**config.mk**
```make
export PLATFORM = sky130hd
export DESIGN_NAME = lfsr_multi_stage
export DESIGN_NICKNAME = d
export VERILOG_FILES = /design/src/rtl/lfsr_multi_stage.sv
export SDC_FILE = /design/constraint.sdc
export NUM_CORES = 1
export LEC_CHECK = 0
export ABC_CLOCK_PERIOD_IN_PS = 2200
export CELL_PAD_IN_SITES_DETAIL_PLACEMENT = 1
export CELL_PAD_IN_SITES_GLOBAL_PLACEMENT = 1
export CORE_MARGIN = 2
export CORE_UTILIZATION = 40
export DETAILED_ROUTE_END_ITERATION = 8
export PLACE_DENSITY = 0.78
export SYNTH_ARGS = -nofsm -noshare
export SYNTH_HDL_FRONTEND = slang
export SYNTH_SLANG_ARGS = --single-unit
```
**constraint.sdc**
```tcl
create_clock -name clk -period 2.2 [get_ports clk]
set_input_delay 0.55 -clock clk [delete_from_list [all_inputs] [get_ports clk]]
set_output_delay 0.55 -clock clk [all_outputs]
set_load 0.02 [all_outputs]
```
**src/rtl/lfsr_multi_stage.sv**
```systemverilog
// Multi-step Fibonacci LFSR (x^32+x^22+x^2+x+1): loads a seed on start and
// shifts N_STEPS times, then publishes the final state on lfsr_out.
module lfsr_multi_stage #(
    parameter int N_STEPS = 32
) (
    input  logic        clk,
    input  logic        rst,
    input  logic [31:0] seed,
    input  logic        start,
    output logic [31:0] lfsr_out,
    output logic        busy
);

    typedef enum logic {
        IDLE = 1'b0,
        RUN  = 1'b1
    } state_t;

    localparam logic [5:0] LAST_STEP = 6'(N_STEPS - 1);

    state_t      state;
    logic [5:0]  counter;
    logic [31:0] current_state;
    logic        feedback;
    logic [31:0] shifted;

    assign feedback = current_state[31] ^ current_state[21] ^ current_state[1] ^ current_state[0];
    assign shifted  = {current_state[30:0], feedback};

    // Seed is captured only on the accepting edge, so later seed changes never reach a run.
    always_ff @(posedge clk or negedge rst) begin
        if (!rst) begin
            state         <= IDLE;
            busy          <= 1'b0;
            counter       <= 6'd0;
            current_state <= 32'h0000_0000;
            lfsr_out      <= 32'h0000_0000;
        end else begin
            case (state)
                IDLE: begin
                    if (start) begin
                        current_state <= seed;
                        counter       <= 6'd0;
                        busy          <= 1'b1;
                        state         <= RUN;
                    end
                end
                RUN: begin
                    current_state <= shifted;
                    if (counter == LAST_STEP) begin
                        lfsr_out <= shifted;
                        busy     <= 1'b0;
                        counter  <= 6'd0;
                        state    <= IDLE;
                    end else begin
                        counter <= counter + 6'd1;
                    end
                end
                default: begin
                    busy  <= 1'b0;
                    state <= IDLE;
                end
            endcase
        end
    end

endmodule

```
-- After elaboration in Yosys (flattened, before gate mapping)
Cells that the tools add are included.
- flip-flop bits (word level): 72
- word-level logic and storage cells: 26
- $add $sub $neg: 1
- equal/unequal tests: 3
- multiplexer cells: 11
- bitwise gates (word level): 4
- reduce and logical (&&, ||, !) cells: 2
- operators with widths (kind ; number):
    $pmux 32 s2 ; 1
    $mux 32 ; 1
    $mux 6 ; 2
    $pmux 6 s2 ; 1
    $add 6x1->6 const B ; 1
    $eq 6x5->1 const B ; 1
    $mux 1 ; 4
    $pmux 1 s2 ; 2
    $reduce_and 2->1 ; 2
    $xor 1x1->1 ; 3
    $ne 2x1->1 const B ; 1
    $ne 2x2->1 const B ; 1
    $not 1->1 ; 1

-- Logic depth before layout (Yosys ltp)
- depth after elaboration: 4
- mapped depth: 5
- gate-level depth less buffers: 4

-- Worst setup path before layout
No wires, ideal clock.
- path type: register -> register
- from: register counter[0]
- to: register lfsr_out[10]
- setup time: 125 ps
- arrival time: 1450 ps
- setup slack: 625 ps
- stages on the path, launching flop included: 6
- buffers on the path: 1
- clock period less this slack: 1575 ps
- cell sequence: dfrtp_1 > ha_1 > nand4_2 > nor2_4 > buf_6 > mux2_2
- longest elaborated chain between the ends: 2
- ends and longest elaborated chain (element ; RTL line ; text):
    start, declared ; 22 ; logic [5:0] counter;
    start signal, assigned ; 56 ; counter <= counter + 6'd1;
    $eq 6x5->1 ; 50 ; if (counter == LAST_STEP) begin
    $reduce_and 2->1 (no source line) ; n/a ;
    end signal, assigned ; 51 ; lfsr_out <= shifted;
    end, declared ; 10 ; output logic [31:0] lfsr_out,
Every way passes these cells.
A chain may end at the register's enable or synchronous reset.

-- Worst setup path after layout
- from: register lfsr_out[21]
- to: output port lfsr_out[21]
No word-level cell between the ends.

==> qor.yml <==
run_status:
  status: "complete, no violations"
clock_network:
  cts_buffers: 9
  cts_sinks: 72
  insertion_delay_ns: 0.35
  cts_setup_buffers: 0
  clock-root-buffer: "clkbuf_8"
  cts_tree: "yes"
  h-tree-depth: 3
  cts_hold_buf: 0
  path_clk_slew_ns: 0.09
  cts.repair.resized: 0
  clockBufferDepth: 2
worst_setup_path:
  crit_family: "buffers and inverters"
  r2r_start: "counter[0]$_DFFE_PN0P_"
  crit_required_ns: 1.65
  critPathLaunch: "lfsr_out[21]$_DFFE_PN0P_"
  crit_type: "flip-flop to output port"
  cp_max_fo: 2
  cp_cell_sequence: "clkdlybuf4s50_1"
  critPathMaxStageDelay_ns: 0.63
  critPathCaptureType: "output port"
  start_kind: "flip-flop"
  critical-path-slowest-cell: "clkdlybuf4s50_1"
  ff2ff_setup_slack_ns: 0.34
  critPathArrivalTime_ns: 1.34
  cp_num_buf_inv: 1
global_routing:
  grt_antenna_before_repair: 0
  grt_pass1_wl_mm: 12.0
  grt-ovfl-total: 0
  grt_max_degree: 49
  grt_usage: 0.181
  grt_pass1_vias: 2360
synth:
  synth-main-ff-cell: "dfrtp_1"
  yosysTopAreaCell: "dfrtp_1"
  synth_commonest_cells: "72 x dfrtp_1, 37 x nand2_1, 37 x o21ai_0, 32 x mux2i_1, 28 x mux2_2"
  synth_enable_flop_cells: 0
  yosys-top-cells-area: "dfrtp_1 58%, mux2i_1 10%, mux2_2 10%"
  syn_area_per_cell_um2: 12.2
  syn_nets: 288
  synthArstFlopShare: 1.00
  synth_warnings: 0
  synthesis.area_um2: 3080
  yosys.area.top_type_share: 0.585
  ys_seq_area_frac: 0.585
  ys_types: 28
  synth-seq-cells: 72
  syn_inst: 252
  synth.most_common_cell: "dfrtp_1"
flow_run:
  cap_violations: 0
finish:
  finalInstanceArea_um2: 4060
  num-nets-final: 359
  multi_input_area_um2: 1180
  areaGrowthSynthToFinish_pct: 31.8
  num_antenna_cells: 0
  fin_util: 0.551
  fillers: 794
  seqCellArea_um2: 1800
  layout-drive-gt1-share: 0.174
placed_design:
  place_area_um2: 3850
  io_buffer_count: 67
  hpwl_mm: 4.93
  gp_congestion: 0.778
routing:
  vias: 2184
  drtIter0Drc: 86
  drt-vias-per-instance: 5.11
  wl_mm: 7.12
  ant_nets: 0
  firstDrtPassIters: 4
  drc: 0
  wire_per_inst_um: 16.7
floorplan:
  initial_core_util: 0.418
  die_h_um: 91.8
  core_um2: 7370
  top_level_ports: 68
  std_cell_rows: 31
  dieArea_um2: 8420
  die_x_um: 91.8
timing:
  rsz0062_at_grt: "false"
  max_slew_margin: 0.712
  fmax_mhz: 530
  finalSetupViolCount: 0
  hold_viol_final: 0
  final_max_slew_viol_count: 0
  min_period_ns: 1.89
  worst_slew_pin_slew_ns: 0.432
  timing.final.crit_share: 0.858
  finClkSkew_ns: 0.0136
  finalSetupTns_ns: 0
pwr:
  p_sw_uw: 1750
  p_int_uw: 3170
  power_frac_comb: 0.332
  p_clk_frac: 0.217
  power_density_nw_per_um2: 1210
  sw_frac_of_total: 0.356
  peakVddDrop_mv: 0.501
  pwr-share-seq: 0.451
  p_leak_uw: 0.00170
worst_hold_path:
  hold_path.class: "input port to async pin"
## stage by stage
| step | total power [uW] | cells | setup WS (ns) | hold WS (ns) |
|---|---|---|---|---|
| 2_1_floorplan | 3170 | 252 | 0.625 | 0.254 |
| 3_3_place_gp | 3780 | 411 | 0.451 | 0.472 |
| 3_5_place_dp | 3890 | 411 | 0.349 | 0.478 |
| 4_1_cts | 5000 | 427 | 0.290 | 0.135 |
| 5_1_grt | 5280 | 427 | 0.201 | 0.156 |
| 6_report | 4910 | 427 | 0.312 | 0.129 |
## kinds of logic (layout without fill, tap and decap cells)
logic type,count (synthesis),in the layout,share of synthesized area
AOI/OAI and AO/OA,44,44,0.0780
xor gates and xnor gates,4,4,0.0114
adders and majority gates,1,1,0.00406
buffers and inverters,18,94,0.0317
DFF,72,72,0.585
muxes,64,64,0.221
and+or+nand+nor,49,49,0.0691
## area by class of cell
cell class | count | area share
tap | 99 | 0.0305
inverter | 3 | 0.00277
clock inverter | 6 | 0.0166
sequential | 72 | 0.444
timing repair buffer | 75 | 0.181
multi-input combinational | 162 | 0.291
clock buffer | 10 | 0.0339
## routing by layer
metal,up-vias,global-route usage,share of wire
met5,-,0,0
met4,0,0.0709,0.016
met3,9,0.0329,0.030
met2,41,0.302,0.51
met1,1116,0.236,0.45
li1,1018,-,-
## flip-flops by register name, summed over array words and instances, names as in the netlist
| name | cells |
|---|---|
| busy | 1 |
| counter | 6 |
| lfsr_out | 32 |
| state | 1 |
| current_state | 32 |
## cell usage in the layout (no fill, tap or decap), types with 2 or more instances in the layout
cell,instances
dfrtp_1,71
clkdlybuf4s50_1,65
o21ai_0,37
nand2_1,37
mux2i_1,32
mux2_2,28
clkbuf_8,10
buf_4,8
mux2_1,4
nand3_1,4
inv_1,3
nor2_1,3
xor2_1,2
xnor2_1,2
clkinvlp_4,2
## power by group through the flow
stage | combinational (uW) | sequential [uW] | clock [uW]
6_report | 1630 | 2220 | 1070
5_1_grt | 1830 | 2300 | 1150
4_1_cts | 1670 | 2220 | 1100
3_5_place_dp | 1650 | 2240 | 0
3_3_place_gp | 1570 | 2210 | 0
2_1_floorplan | 867 | 2300 | 0
## path summary, 6_finish.rpt
path | to | cells past startpoint
setup / recovery | lfsr_out[21] | 1
hold / removal | lfsr_out[8]$_DFFE_PN0P_ | 1
setup reg to reg | lfsr_out[30]$_DFFE_PN0P_ | 5
hold reg to reg | lfsr_out[27]$_DFFE_PN0P_ | 1
max in group asynchronous | lfsr_out[21]$_DFFE_PN0P_ | 2
min in group clk | lfsr_out[27]$_DFFE_PN0P_ | 1
## worst register-to-register path: stages, from the launching register on
cell	delay, ns
dfrtp_1	0.41
ha_1	0.28
nand4_2	0.19
nor2_4	0.15
buf_4	0.33
mux2_2	0.39
Power figures use the tool's default switching activity.
